$ cat src/rtl/div_unit_pkg.sv
// Shared definitions for the multi-cycle restoring divider: FSM state
// encoding and the handshake level names used between EX and the divider.
package div_unit_pkg;

   // Divider control states
   typedef enum logic [1:0] {
      DIV_FREE   = 2'd0,
      DIV_BYZERO = 2'd1,
      DIV_ON     = 2'd2,
      DIV_END    = 2'd3
   } div_state_t;

   // ready_o levels
   localparam logic DIV_RESULT_READY     = 1'b1;
   localparam logic DIV_RESULT_NOT_READY = 1'b0;

   // start_i levels
   localparam logic DIV_START = 1'b1;
   localparam logic DIV_STOP  = 1'b0;

endpackage : div_unit_pkg

$ cat src/rtl/div_unit.sv
// Radix-2 restoring divider for DIV/DIVU. Operands are latched on the start
// edge, DATA_W subtract-shift steps follow, then a sign fix-up produces
// {remainder, quotient}, which is held on result_o until EX drops start_i.
module div_unit
   import div_unit_pkg::*;
#(
   parameter int DATA_W = 32,
   parameter int CNT_W  = 6
) (
   input  logic                  clk,
   input  logic                  rst,
   input  logic                  signed_div_i,
   input  logic [DATA_W-1:0]     opdata1_i,
   input  logic [DATA_W-1:0]     opdata2_i,
   input  logic                  start_i,
   input  logic                  annul_i,
   output logic [2*DATA_W-1:0]   result_o,
   output logic                  ready_o
);

   div_state_t              state;
   logic [CNT_W-1:0]        cnt;
   logic [2*DATA_W:0]       work;         // {partial remainder, dividend/quotient, 1}
   logic [DATA_W-1:0]       divisor_mag;
   logic                    neg_dividend;
   logic                    neg_divisor;
   logic                    signed_op;
   logic [2*DATA_W-1:0]     result_r;
   logic [DATA_W+1:0]       trial;        // one extra bit so the borrow is visible

   // Magnitude of an operand; only signed operations with a set MSB are negated.
   function automatic logic [DATA_W-1:0] magnitude(input logic [DATA_W-1:0] v,
                                                   input logic is_signed);
      return (is_signed && v[DATA_W-1]) ? -v : v;
   endfunction

   // Restore operand signs: quotient negative when signs differ,
   // remainder takes the sign of the dividend.
   function automatic logic [2*DATA_W-1:0] fix_sign(input logic [2*DATA_W:0] w,
                                                    input logic is_signed,
                                                    input logic neg_a,
                                                    input logic neg_b);
      logic [DATA_W-1:0] quo;
      logic [DATA_W-1:0] rem;
      quo = w[DATA_W-1:0];
      rem = w[2*DATA_W:DATA_W+1];
      if (is_signed && (neg_a ^ neg_b)) quo = -quo;
      if (is_signed && neg_a)           rem = -rem;
      return {rem, quo};
   endfunction

   // Trial subtraction of the divisor from the upper DATA_W+1 bits of the working register
   assign trial = {1'b0, work[2*DATA_W:DATA_W]} - {2'b00, divisor_mag};

   // Divider FSM: operand capture, iteration, fix-up and result handshake
   // NOTE: every register here is sequential state, so all writes use <=;
   // blocking writes would let later statements see same-edge values.
   always_ff @(posedge clk) begin
      if (rst) begin
         state        <= DIV_FREE;
         cnt          <= '0;
         work         <= '0;
         divisor_mag  <= '0;
         neg_dividend <= 1'b0;
         neg_divisor  <= 1'b0;
         signed_op    <= 1'b0;
         result_r     <= '0;
         ready_o      <= DIV_RESULT_NOT_READY;
         result_o     <= '0;
      end else begin
         case (state)
            DIV_FREE: begin
               ready_o  <= DIV_RESULT_NOT_READY;
               result_o <= '0;
               if (start_i == DIV_START && !annul_i) begin
                  work         <= {{DATA_W{1'b0}}, magnitude(opdata1_i, signed_div_i), 1'b0};
                  divisor_mag  <= magnitude(opdata2_i, signed_div_i);
                  neg_dividend <= signed_div_i & opdata1_i[DATA_W-1];
                  neg_divisor  <= signed_div_i & opdata2_i[DATA_W-1];
                  signed_op    <= signed_div_i;
                  cnt          <= '0;
                  state        <= (opdata2_i == '0) ? DIV_BYZERO : DIV_ON;
               end
            end

            // Divide-by-zero spends two edges here so its result is reported
            // three edges after the start edge.
            DIV_BYZERO: begin
               if (annul_i) begin
                  state <= DIV_FREE;
               end else if (cnt == '0) begin
                  cnt <= CNT_W'(1);
               end else begin
                  result_r <= '0;
                  state    <= DIV_END;
               end
            end

            DIV_ON: begin
               if (annul_i) begin
                  state <= DIV_FREE;
               end else if (cnt != CNT_W'(DATA_W)) begin
                  if (trial[DATA_W+1]) begin
                     work <= {work[2*DATA_W-1:0], 1'b0};
                  end else begin
                     work <= {trial[DATA_W-1:0], work[DATA_W-1:0], 1'b1};
                  end
                  cnt <= cnt + CNT_W'(1);
               end else begin
                  result_r <= fix_sign(work, signed_op, neg_dividend, neg_divisor);
                  state    <= DIV_END;
               end
            end

            // Result is committed: annul_i has no effect, hold until EX releases start_i
            DIV_END: begin
               if (start_i == DIV_STOP) begin
                  state    <= DIV_FREE;
                  ready_o  <= DIV_RESULT_NOT_READY;
                  result_o <= '0;
               end else begin
                  ready_o  <= DIV_RESULT_READY;
                  result_o <= result_r;
               end
            end

            default: state <= DIV_FREE;
         endcase
      end
   end

endmodule : div_unit
$ cat config.mk
export PLATFORM = sky130hd
export DESIGN_NAME = div_unit
export DESIGN_NICKNAME = d
export VERILOG_FILES = /design/src/rtl/div_unit_pkg.sv /design/src/rtl/div_unit.sv
export SDC_FILE = /design/constraint.sdc
export NUM_CORES = 1
export LEC_CHECK = 0
export ABC_AREA = 0
export CORE_MARGIN = 2
export CORE_UTILIZATION = 40
export CTS_CLUSTER_SIZE = 16
export DETAILED_ROUTE_END_ITERATION = 12
export MAX_ROUTING_LAYER = met4
export PLACE_DENSITY = 0.63
export SYNTH_ARGS = -nofsm -noshare
export SYNTH_HDL_FRONTEND = slang
export SYNTH_SLANG_ARGS = --single-unit
$ cat constraint.sdc
create_clock -name clk -period 6.1 [get_ports clk]
set_input_delay 0.915 -clock clk [delete_from_list [all_inputs] [get_ports clk]]
set_output_delay 0.915 -clock clk [all_outputs]
set_load 0.1 [all_outputs]
==> flow_summary_export.csv <==
group,metric,value,unit
clocking,cts_buffer_depth,3,
yosys,synth_compound_area_share,23.48,%
placement,place_hpwl,25.71,mm
placement,dp_slack,2.472,ns
clocking,cts_made_buffers,27,
sta,fin_ws,2.703,ns
cells_and_area,fin_util,48.01,%
clocking,cts_tree,"yes",
setup_path,cpPeakStageDelay,0.81,ns
global_routing,grt_max_degree,106,
cells_and_area,final_cell_mix,"dfxtp_1 (237), nor2_1 (212), nand2_1 (185)",
yosys,yosys.area_share.adder,4.136,%
clocking,cts_setup_buffers,0,
sta,finalHoldViolCount,0,
placement,placed_area,0.01474,mm^2
setup_path,worstReg2RegEnd,"work[51]",
yosys,synthFlopType,"dfxtp_1",
sta,hold_ws,0.4512,ns
hold_path,whs_endpoint,"result_r[1]",
placement,finalWeightedCongestion,0.8610,
hold_path,holdPathStages,2,
yosys,synth-xor-area-share,9.761,%
sta,slew_viol_final,0,
detailed_routing,drt_pass1_iterations,5,
floorplanning,io_pins,134,
cells_and_area,final_common_cell,"dfxtp_1",
yosys,async_reset_ff_share,0,%
cells_and_area,antennaDiodeCount,0,
setup_path,crit_path_end_kind,"register",
cells_and_area,nFillCells,3217,
yosys,syn_area,0.01319,mm^2
detailed_routing,drt_iter0_drc,839,
yosys,ys_seq_area_share,35.97,%
yosys,synth-edff-count,0,
hold_path,min_path_type,"reg2reg",
power,power_density,330.4,mW/mm^2
detailed_routing,drtAntennaViolNets,0,
global_routing,grt_use_total,20.85,%
setup_path,critPathLaunchType,"register",
cells_and_area,stdcell_count,2182,
floorplanning,die_x,185.6,um
floorplanning,row_count,66,
setup_path,crit_chain,"ha_1 -> a21o_1 -> a21o_1 -> a21oi_1 -> nor2_1 -> a2111oi_4 -> o31a_1 -> nand2_1 -> a32o_1",
setup_path,critical_path.max_fanout,23,
sta,min_period,3.397,ns
floorplanning,dieArea,0.03444,mm^2
cells_and_area,design_area,0.01562,mm^2
detailed_routing,avgRoutedWirePerCell,16.16,um
placement,dp_cells,2135,
power,p_total,5.161,mW
clocking,ctsHoldBuffers,0,
setup_path,r2r-start,"work[54]",
sta,worst_pin_slew,1.159,ns
sta,setup_viol,0,
sta,max_clock_freq,294.4,MHz
clocking,cts.clk_slew.worst_paths,0.06,ns
yosys,ys_warn_count,0,
sta,relSlewSlack,22.52,%
cells_and_area,areaGrowthSynthToFinish,18.42,%
floorplanning,die_h,185.6,um
sta,setup_tns,0,ns
yosys,synth.avg_cell_area,7.951,um^2
cells_and_area,drive_gt1_share,5.115,%
clocking,cts_htree_levels,1,
global_routing,overflow,0,
setup_path,path_class,"reg2reg",
global_routing,grt_pass1_wl,57.29,mm
cells_and_area,multi_input_area,0.007809,mm^2
setup_path,crit_required,6.52,ns
clocking,cts.sinks,237,
yosys,yosysUniqueCellTypes,77,
clocking,cts_root_buf,"clkbuf_16",
power,p_leak,5.605,nW
yosys,synthSimpleGateAreaFrac,20.11,%
detailed_routing,vias_per_cell,5.406,
sta,rsz0062_at_grt,"false",
clocking,clk-insertion-delay-late,0.55,ns
floorplanning,start_util,40.54,%
global_routing,grt_pass1_vias,10810,
yosys,synthCells,1659,
setup_path,cp.arrival,3.82,ns
yosys,syn_nets,1771,
sta,post-route-period-util,55.68,%
detailed_routing,drcViolationCount,0,
cells_and_area,fin_nets,1834,
power,peakVddDrop,0.2305,mV
setup_path,r2r.worst_path.cells,9,
run,maxCapViolCount,0,
hold_path,hp-start,"result_r[1]",
setup_path,r2r_setup_slack,2.70,ns
clocking,cts_resized,0,
floorplanning,core,0.03254,mm^2
placement,portBuffers,133,
outcome,status,"completed",
global_routing,antenna_found_initial,0,
yosys,synthMuxAreaShare,1.594,%
setup_path,crit_top_cell,"a21o_1",
yosys,synth_top_family_by_area,"compound AO/OA/AOI/OAI gates",
detailed_routing,num_vias,11800,
cells_and_area,regArea,0.004745,mm^2
setup_path,crit_path_top_delay_cell,"o31a_1",
sta,fin_skew,0.02497,ns
detailed_routing,drt_wl_total,35.26,mm
yosys,synth_seq_cells,237,
==> synthesized netlist by cell type (all sizes together) (4+ instances only) <==
cell / count / area [um^2]
xor2: 78 / 683.2
o41ai: 8 / 77.58
a22oi: 94 / 705.7
nand4: 9 / 56.30
or4: 7 / 60.06
inv: 57 / 214.0
buf: 21 / 100.1
a311oi: 7 / 61.31
and4: 5 / 43.79
o21ai: 109 / 545.5
clkbuf: 90 / 339.1
and3: 8 / 50.05
nor3: 38 / 216.5
a32oi: 15 / 150.2
dfxtp: 237 / 4745
nor2b: 4 / 25.02
a21oi: 118 / 590.6
and2: 11 / 68.82
ha: 42 / 525.5
a21o: 17 / 127.6
mux2i: 21 / 210.2
o31ai: 27 / 221.5
nand3: 34 / 170.2
o21a: 4 / 30.03
o211ai: 4 / 30.03
nand2b: 10 / 62.56
a31oi: 9 / 56.30
xnor2: 69 / 604.3
nand2: 187 / 706.9
or3: 13 / 91.34
nand3b: 6 / 45.04
a211oi: 34 / 267.8
nor2: 214 / 803.3
nor4: 17 / 146.4
==> worst max-delay path by stage <==
stage               depth (start not counted)  slack [ns]    startpoint        to
global placement                            9        2.59  opdata2_i[0]  state[0]
finish                                      9        2.70      work[54]  work[51]
floorplan                                   8        3.25  opdata2_i[0]  state[0]
detailed placement                          9        2.47  opdata2_i[0]  state[0]
CTS                                         9        2.76      work[58]  work[51]
global route                                9        2.52      work[54]  work[51]
==> report_power, final <==
| part | total (mW) | switching [mW] | internal [mW] |
|---|---|---|---|
| Sequential | 1.79 | 0.141 | 1.65 |
| Clock | 1.60 | 0.642 | 0.956 |
| Combinational | 1.77 | 1.16 | 0.607 |
| Total | 5.16 | 1.95 | 3.21 |
==> cells by family (layout without fill, tap and decap cells) <==
kind of cell,count (synthesis),after routing
DFF,237,237
buffers and inverters,168,249
AOI/OAI and AO/OA,469,469
and+or+nand+nor,574,574
adders and majority gates,43,43
muxes,21,21
xor gates and xnor gates,147,147
==> sequential cells by signal, summed over array words and instances (netlist names) <==
| register | flops |
|---|---|
| work | 65 |
| result_o | 64 |
| result_r | 64 |
| divisor_mag | 32 |
| cnt | 6 |
| state | 2 |
| neg_dividend | 1 |
| neg_divisor | 1 |
| ready_o | 1 |
| signed_op | 1 |
==> worst max-delay path: cells and delay by family, from the launching register on <==
family / cells / cell delay, ns
compound gates: 6 / 2.15
simple gates: 2 / 0.25
flops: 1 / 0.50
fa+ha+maj: 1 / 0.38
==> layout make-up <==
cell class / count / area share, %
Multi-Input combinational cell: 1254 / 49.99
Timing Repair Buffer: 145 / 9.108
Sequential cell: 237 / 30.37
Tap cell: 442 / 3.541
Inverter: 57 / 1.370
Clock inverter: 10 / 0.7289
Clock buffer: 37 / 4.886
==> metal layers <==
layer  up-vias  GRT usage (%)  part of all wire, %
li1       6016              -                    -
met1      5444          31.96                   53
met5         -              -                    0
met2       299          29.13                   40
met4         0          4.441                  1.6
met3        36          2.230                  5.4
(Power assumes the default switching activity.)
